<file path="config.mk">
export PLATFORM = sky130hd
export DESIGN_NAME = ascon_permutation_core
export DESIGN_NICKNAME = d
export VERILOG_FILES = /design/src/rtl/ascon_permutation_core.sv
export SDC_FILE = /design/constraint.sdc
export NUM_CORES = 2
export LEC_CHECK = 0
export BUFFER_PORTS_ARGS = -buffer_cell sky130_fd_sc_hd__buf_2
export CORE_MARGIN = 2
export CORE_UTILIZATION = 35
export DETAILED_ROUTE_END_ITERATION = 12
export RECOVER_POWER = 50
export SKIP_CTS_REPAIR_TIMING = 1
export SYNTH_ARGS = -nofsm -noshare
export SYNTH_HDL_FRONTEND = slang
export SYNTH_SLANG_ARGS = --single-unit
</file>
<file path="constraint.sdc">
create_clock -name clk_i -period 9.9 [get_ports clk_i]
set_input_delay 0.495 -clock clk_i [delete_from_list [all_inputs] [get_ports clk_i]]
set_output_delay 0.495 -clock clk_i [all_outputs]
set_load 0.02 [all_outputs]
</file>
<file path="src/rtl/ascon_permutation_core.sv">
// Iterative Ascon-p permutation engine: 6/8/12 rounds, UNROLL rounds per clock.
// Optional RUN-cycle counter enabled by defining ASCON_PERM_CYCLE_CNT_EN.
module ascon_permutation_core #(
  parameter int UNROLL = 1,
  parameter int CNT_W  = 16
) (
  input  logic             clk_i,
  input  logic             rst_i,
  input  logic             start_i,
  input  logic [3:0]       rounds_i,
  input  logic [4:0][63:0] state_i,
  output logic [4:0][63:0] state_o,
  output logic             update_state_o,
  output logic             finished_o,
  output logic             busy_o
`ifdef ASCON_PERM_CYCLE_CNT_EN
  ,
  output logic [CNT_W-1:0] perf_cycles_o
`endif
);

  typedef enum logic [1:0] {IDLE, RUN, DONE, WAIT_CLR} fsm_e;

  localparam logic [3:0] STEP = 4'(UNROLL);

  fsm_e             fsm_r;
  logic [4:0][63:0] state_r;
  logic [3:0]       rc_r;
  logic [3:0]       nr_r;
  logic [3:0]       nr_sel_s;
  logic [4:0][63:0] round_out_s;

  function automatic logic [63:0] rotr(input logic [63:0] v, input int unsigned n);
    return (v >> n) | (v << (64 - n));
  endfunction

  // One full Ascon round for constant index idx; word k of s is xk.
  function automatic logic [4:0][63:0] ascon_round(input logic [4:0][63:0] s,
                                                   input logic [3:0] idx);
    logic [63:0] x0, x1, x2, x3, x4, t0, t1, t2, t3, t4;
    logic [7:0]  c;
    c  = {4'd15 - idx, idx};
    x0 = s[0];
    x1 = s[1];
    x2 = s[2] ^ {56'd0, c};
    x3 = s[3];
    x4 = s[4];
    x0 = x0 ^ x4;
    x4 = x4 ^ x3;
    x2 = x2 ^ x1;
    t0 = ~x0 & x1;
    t1 = ~x1 & x2;
    t2 = ~x2 & x3;
    t3 = ~x3 & x4;
    t4 = ~x4 & x0;
    x0 = x0 ^ t1;
    x1 = x1 ^ t2;
    x2 = x2 ^ t3;
    x3 = x3 ^ t4;
    x4 = x4 ^ t0;
    x1 = x1 ^ x0;
    x0 = x0 ^ x4;
    x3 = x3 ^ x2;
    x2 = ~x2;
    return {x4 ^ rotr(x4, 7)  ^ rotr(x4, 41),
            x3 ^ rotr(x3, 10) ^ rotr(x3, 17),
            x2 ^ rotr(x2, 1)  ^ rotr(x2, 6),
            x1 ^ rotr(x1, 61) ^ rotr(x1, 39),
            x0 ^ rotr(x0, 19) ^ rotr(x0, 28)};
  endfunction

  // Illegal round counts fall back to the full 12-round permutation.
  always_comb begin
    nr_sel_s = 4'd12;
    case (rounds_i)
      4'd6:    nr_sel_s = 4'd6;
      4'd8:    nr_sel_s = 4'd8;
      default: nr_sel_s = 4'd12;
    endcase
  end

  // Datapath for one clock: UNROLL consecutive rounds starting at index 12-nr+rc.
  always_comb begin
    round_out_s = state_r;
    for (int u = 0; u < UNROLL; u++) begin
      round_out_s = ascon_round(round_out_s, 4'd12 - nr_r + rc_r + 4'(u));
    end
  end

  // Control FSM, working state register and registered status pulses.
  always_ff @(posedge clk_i or posedge rst_i) begin
    if (rst_i) begin
      fsm_r          <= IDLE;
      state_r        <= '0;
      rc_r           <= 4'd0;
      nr_r           <= 4'd12;
      update_state_o <= 1'b0;
      finished_o     <= 1'b0;
      busy_o         <= 1'b0;
    end else begin
      update_state_o <= 1'b0;
      finished_o     <= 1'b0;
      case (fsm_r)
        IDLE: begin
          if (start_i) begin
            state_r <= state_i;
            nr_r    <= nr_sel_s;
            rc_r    <= 4'd0;
            busy_o  <= 1'b1;
            fsm_r   <= RUN;
          end
        end
        RUN: begin
          state_r <= round_out_s;
          rc_r    <= rc_r + STEP;
          if (rc_r + STEP == nr_r) begin
            update_state_o <= 1'b1;
            finished_o     <= 1'b1;
            fsm_r          <= DONE;
          end
        end
        DONE: begin
          busy_o <= 1'b0;
          fsm_r  <= WAIT_CLR;
        end
        WAIT_CLR: begin
          if (!start_i) begin
            fsm_r <= IDLE;
          end
        end
        default: begin
          busy_o <= 1'b0;
          fsm_r  <= IDLE;
        end
      endcase
    end
  end

  assign state_o = state_r;

`ifdef ASCON_PERM_CYCLE_CNT_EN
  logic [CNT_W-1:0] perf_r;

  // Saturating count of RUN cycles for the most recent operation.
  always_ff @(posedge clk_i or posedge rst_i) begin
    if (rst_i) begin
      perf_r <= '0;
    end else if (fsm_r == IDLE && start_i) begin
      perf_r <= '0;
    end else if (fsm_r == RUN && perf_r != '1) begin
      perf_r <= perf_r + CNT_W'(1);
    end else begin
      perf_r <= perf_r;
    end
  end

  assign perf_cycles_o = perf_r;
`endif

endmodule

</file>
# --- Yosys cells after proc, flatten, opt, wreduce, memory -nomap -nowiden ---
# Cells that the tools add are included.
classes:
  addsub: 4
  n_eq_ne: 9
  n_mux: 13
  bitwise_logic: 43
  n_reduce_logical: 7
op_table:
  columns: ["op", "count"]
  rows:
  - ["$xor A64 B64 Y64", 21]
  - ["$pmux W320 S2", 1]
  - ["$not A64 Y64", 6]
  - ["$and A64 B64 Y64", 5]
  - ["$mux W320", 1]
  - ["$or A23 B64 Y64", 1]
  - ["$or A25 B64 Y64", 1]
  - ["$or A3 B64 Y64", 1]
  - ["$or A36 B64 Y64", 1]
  - ["$or A45 B64 Y64", 1]
  - ["$or A47 B64 Y64", 1]
  - ["$or A54 B64 Y64", 1]
  - ["$or A57 B64 Y64", 1]
  - ["$or A58 B64 Y64", 1]
  - ["$or A63 B64 Y64", 1]
  - ["$xor A64 B8 Y64", 1]
  - ["$pmux W4 S2", 2]
  - ["$pmux W2 S4", 1]
  - ["$sub A4 B4 Y4 const A", 2]
  - ["$mux W2", 3]
  - ["$ne A2 B2 Y1 const B", 3]
  - ["$reduce_and A2 Y1", 3]
  - ["$add A4 B1 Y4 const B", 1]
  - ["$add A4 B4 Y4", 1]
  - ["other kinds (11)", 15]
word_totals:
  regBits: 332
  in_bits: 327
  out_inout_bits: 323
  word_cells: 86

# --- Depth between registers and ports, before layout ---
logic_depth:
  ltp_word: 13
  depth_mapped: 14
  mapped_depth_nobuf: 14

# --- Least setup slack after synthesis ---
# Ideal clock, no wire load.
synth_timing:
  path_kind: "reg-to-reg"
  startpoint: "register rc_r[1]"
  endpoint: "register state_r, in the netlist state_o[242]"
  setup_ns: 0.126
  t_arrival_ns: 3.193
  t_required_ns: 9.774
  slack_ns: 6.580
  path_stages_with_launch: 13
  n_path_buf: 0
  synth_period_minus_slack_ns: 3.320
  path_cell_list: "dfrtp_1 > ha_1 > inv_1 > fa_1 > xnor2_1 > xnor3_1 > inv_1 > ha_1 > xor2_1 > xnor2_2 > xnor3_1 > nor2_1 > o22ai_1"
synth_via:
  elab_chain_len: 8
synth_lines:
  columns: ["element", "line_no", "rtl"]
  rows:
  - ["start: declaration", "28", "logic [3:0] rc_r;"]
  - ["start signal: assignment", "115", "rc_r <= rc_r + STEP;"]
  - ["$add A4 B4 Y4", "86", "round_out_s = ascon_round(round_out_s, 4'd12 - nr_r + rc_r + 4'(u));"]
  - ["$xor A64 B8 Y64", "45", "x2 = s[2] ^ {56'd0, c};"]
  - ["$xor A64 B64 Y64", "50", "x2 = x2 ^ x1;"]
  - ["$xor A64 B64 Y64", "58", "x2 = x2 ^ t3;"]
  - ["$xor A64 B64 Y64", "63", "x3 = x3 ^ x2;"]
  - ["$or A47 B64 Y64", "34", "return (v >> n) | (v << (64 - n));"]
  - ["$xor A64 B64 Y64", "66", "x3 ^ rotr(x3, 10) ^ rotr(x3, 17),"]
  - ["$pmux W320 S2", "103", "case (fsm_r)"]
  - ["end signal: assignment", "106", "state_r <= state_i;"]
  - ["end signal: assignment", "114", "state_r <= round_out_s;"]
  - ["end: declaration", "27", "logic [4:0][63:0] state_r;"]
# No other way between the ends.
# A chain may end at the register's enable or synchronous reset.

==> qor_table.md <==
| Item | This run |
|:---|:---|
| Worst hold path class | primary input to flop |
| CORE AREA | 86480 um2 |
| FILL cells | 8812 |
| Achievable Freq | 218.0 MHz |
| Net count after synthesis | 3696 |
| Layout cell share with drive strength beyond 1 | 0.1679 |
| Flip-flop and latch count after synthesis | 331 |
| Total Negative Setup Slacks | 0 ns |
| Final RePlAce weighted congestion | 1.087 |
| Post-detailed-route count of antenna-violating nets | 0 |
| Layout Nets | 4282 |
| Violations in the final reports | capacitance limit, slew limit |
| Count of mapped cells out of synthesis | 3233 |
| Final-report setup violation count | 0 |
| Highest-count cells in the layout ignoring fill and taps | 529 x sky130_fd_sc_hd__xnor2_1, 434 x sky130_fd_sc_hd__buf_2, 369 x sky130_fd_sc_hd__nand2_1 |
| Worst-margin pin slew | 4.562 ns |
| Remaining Overflow, GRT | 0 |
| WL per Instance | 31.62 um |
| Maximum clock insertion buffer count | 3 |
| Clk Latency, worst-skew pair | 0.61 ns |
| Worst Hold Path Cells | 3 |
| Maximum number of pins on one net before global-route repair | 156 |
| Met1 usage | 0.4257 |
| Unrepaired setup endpoints after global routing | no |
| Mean Syn Cell Area | 9.426 um2 |
| Count of pins over their slew limit | 87 |
| Depth of the most critical reg-to-reg path | 13 |
| Detailed Route WL | 158400 um |
| GRT Total Usage | 0.3437 |
| Most Used Layer, Global Route | met2 |
| Status | finished with violations |
| Crit share post-route | 0.4634 |
| Root buffer cell | sky130_fd_sc_hd__clkbuf_16 |
| Count of H-tree levels built during CTS | 2 |
| Post-synthesis cell type count | 43 |
| Clock-pin slew on the worst setup and hold paths | 0.06 ns |
| Worst Setup End Kind | asynchronous set/reset pin |
| Average vias per placed instance | 5.534 |
| Clock tree from TritonCTS | built |
| Number of sinks on the clock net | 331 |
| Crit start category | primary input |
| Grt met2 use | 0.5294 |
| Worst-path maximum fanout | 86 |
| Main flop type after synthesis | sky130_fd_sc_hd__dfrtp_1 |
| Max-cap violations | 1 |
| Number of port buffers | 649 |
| Die boundary height | 299.1 um |
| DR vias | 27730 |
| Number of warnings reported in the yosys synthesis log | 0 |
| Number of synthesized flops with an enable pin | 0 |
| Share of synthesized area occupied by flip-flops and latches | 0.2719 |
| Global-route wire length before repair | 214700 um |
| Final min period | 4.588 ns |
| Initial core utilization | 0.3524 |
| Number of antenna violations at the first check in global routing | 9 |
| Number of global-route vias before repair | 26500 |
| Setup CP Type | primary input to asynchronous set/reset pin |
| Detailed-router iteration count before antenna repair | 6 |
| Netlist Area Pre-Place | 30480 um2 |
| Post-DP HPWL | 128500 um |
| Die Span X | 299.1 um |
| Synthesis-to-layout area growth | 18.77% |
| Share of synthesized registers carrying an async set or reset | 1.000 |
| Clk_skew | 0.02246 ns |
| Number of buffers created by CTS | 45 |
| Final count of hold timing violations | 0 |
| Number of DRC markers in iteration 0 | 3119 |
| Most common cell after layout, fill and taps aside | sky130_fd_sc_hd__xnor2_1 |
| Number of rows in the core area | 108 |
| Worst EP arrival | 5.17 ns |
| Number of ports placed on the die boundary | 650 |
| Die Outline Area | 89450 um2 |
| Global routing met3 resource utilization | 0.09299 |
| Number of remaining DRC errors | 0 |
| Max-Slew Margin vs Limit | -2.058 |
| Required arrival time at the worst endpoint | 10.49 ns |
## Yosys cell counts (2+ instances only)
| cell type | number | share of area |
|---|---|---|
| sky130_fd_sc_hd__ha_1 | 135 | 0.055 |
| sky130_fd_sc_hd__maj3_1 | 42 | 0.014 |
| sky130_fd_sc_hd__and3_1 | 59 | 0.012 |
| sky130_fd_sc_hd__nor2_1 | 186 | 0.023 |
| sky130_fd_sc_hd__mux2i_1 | 7 | 0.0023 |
| sky130_fd_sc_hd__maj3_2 | 21 | 0.0078 |
| sky130_fd_sc_hd__nand2_1 | 370 | 0.046 |
| sky130_fd_sc_hd__buf_2 | 18 | 0.0030 |
| sky130_fd_sc_hd__nand3_1 | 2 | 0.00033 |
| sky130_fd_sc_hd__mux2_2 | 2 | 0.00074 |
| sky130_fd_sc_hd__clkbuf_1 | 102 | 0.013 |
| sky130_fd_sc_hd__inv_2 | 4 | 0.00049 |
| sky130_fd_sc_hd__xor3_1 | 23 | 0.018 |
| sky130_fd_sc_hd__dfstp_2 | 2 | 0.0017 |
| sky130_fd_sc_hd__o21ai_0 | 230 | 0.038 |
| sky130_fd_sc_hd__xnor2_2 | 67 | 0.036 |
| sky130_fd_sc_hd__a22oi_1 | 62 | 0.015 |
| sky130_fd_sc_hd__dfrtp_1 | 329 | 0.27 |
| sky130_fd_sc_hd__xnor3_1 | 171 | 0.13 |
| sky130_fd_sc_hd__nand2b_1 | 3 | 0.00062 |
| sky130_fd_sc_hd__inv_1 | 197 | 0.024 |
| sky130_fd_sc_hd__a221o_1 | 3 | 0.00099 |
| sky130_fd_sc_hd__o22ai_1 | 39 | 0.0080 |
| sky130_fd_sc_hd__xnor2_1 | 529 | 0.15 |
| sky130_fd_sc_hd__buf_1 | 19 | 0.0023 |
| sky130_fd_sc_hd__dlygate4sd1_1 | 2 | 0.00057 |
| sky130_fd_sc_hd__a21o_1 | 32 | 0.0079 |
| sky130_fd_sc_hd__xor2_1 | 196 | 0.056 |
| sky130_fd_sc_hd__a21oi_1 | 353 | 0.058 |
| sky130_fd_sc_hd__o21ai_1 | 15 | 0.0025 |
## critical path, cell delays in order
cell,delay (ns)
sky130_fd_sc_hd__buf_2,0.10
sky130_fd_sc_hd__clkinvlp_2,2.49
sky130_fd_sc_hd__buf_4,0.96
sky130_fd_sc_hd__buf_4,0.81
## stage by stage
stage | hold slack, ns | setup slack, ns | utilization | instance area [um2] | std cells
after detailed placement | 0.5018 | 6.057 | 0.4037 | 34920 | 4927
after floorplan | 0.4774 | 0.2402 | - | 30480 | 3233
after global placement | 0.4914 | 6.122 | 0.4037 | 34920 | 4927
final | 0.1797 | 5.312 | 0.4185 | 36190 | 5010
after global routing | 0.2017 | 4.682 | 0.4185 | 36190 | 5008
after CTS | 0.04694 | 5.981 | 0.4216 | 36470 | 5008
## cell families (layout without fill, tap and decap cells)
family	Yosys count	in the layout	synth area share
adder cells (fa/ha/maj)	199	199	0.07764
AND/OR/NAND/NOR	625	625	0.08260
multiplexers	11	11	0.004229
other	0	2	0
AO/OA/AOI/OAI	737	737	0.1314
flip-flops	331	331	0.2719
buffers and inverters	344	964	0.04385
XOR/XNOR	986	986	0.3884
## sequential cells by signal (all words and copies together), names as in the netlist
register / flops
finished_o: 1
state_o: 320
nr_r: 3
busy_o: 1
fsm_r: 2
rc_r: 4
## area by class of cell
type                            count  area [um2]  area share
Clock buffer                       64        1350     0.03730
Inverter                          201       763.2     0.02109
Multi-Input combinational cell   2558       20900      0.5773
Antenna cell                        2       5.005   0.0001383
Tap cell                         1155        1445     0.03993
Timing Repair Buffer              682        3252     0.08984
Sequential cell                   331        8285      0.2289
Clock inverter                     17       197.7    0.005462
## final timing paths
| path | from | end | slack (ns) |
|---|---|---|---|
| hold reg to reg | busy_o | busy_o | 0.52 |
| hold / removal | state_i[136] | state_o[136] | 0.18 |
| min in group asynchronous | rst_i | state_o[55] | 1.29 |
| setup / recovery | rst_i | state_o[153] | 5.31 |
| setup reg to reg | nr_r[1] | state_o[242] | 5.96 |
| max in group clk_i | nr_r[1] | state_o[242] | 5.96 |
## metal layers
layer,up-vias,wire (um)
met4,16,12240
met1,13740,60520
met3,436,15510
met2,1547,70080
li1,11990,-
met5,-,92
Power is left out: the tool's default activity adds up to more than one toggle a clock period on the data nets, which glitch-free logic cannot reach.
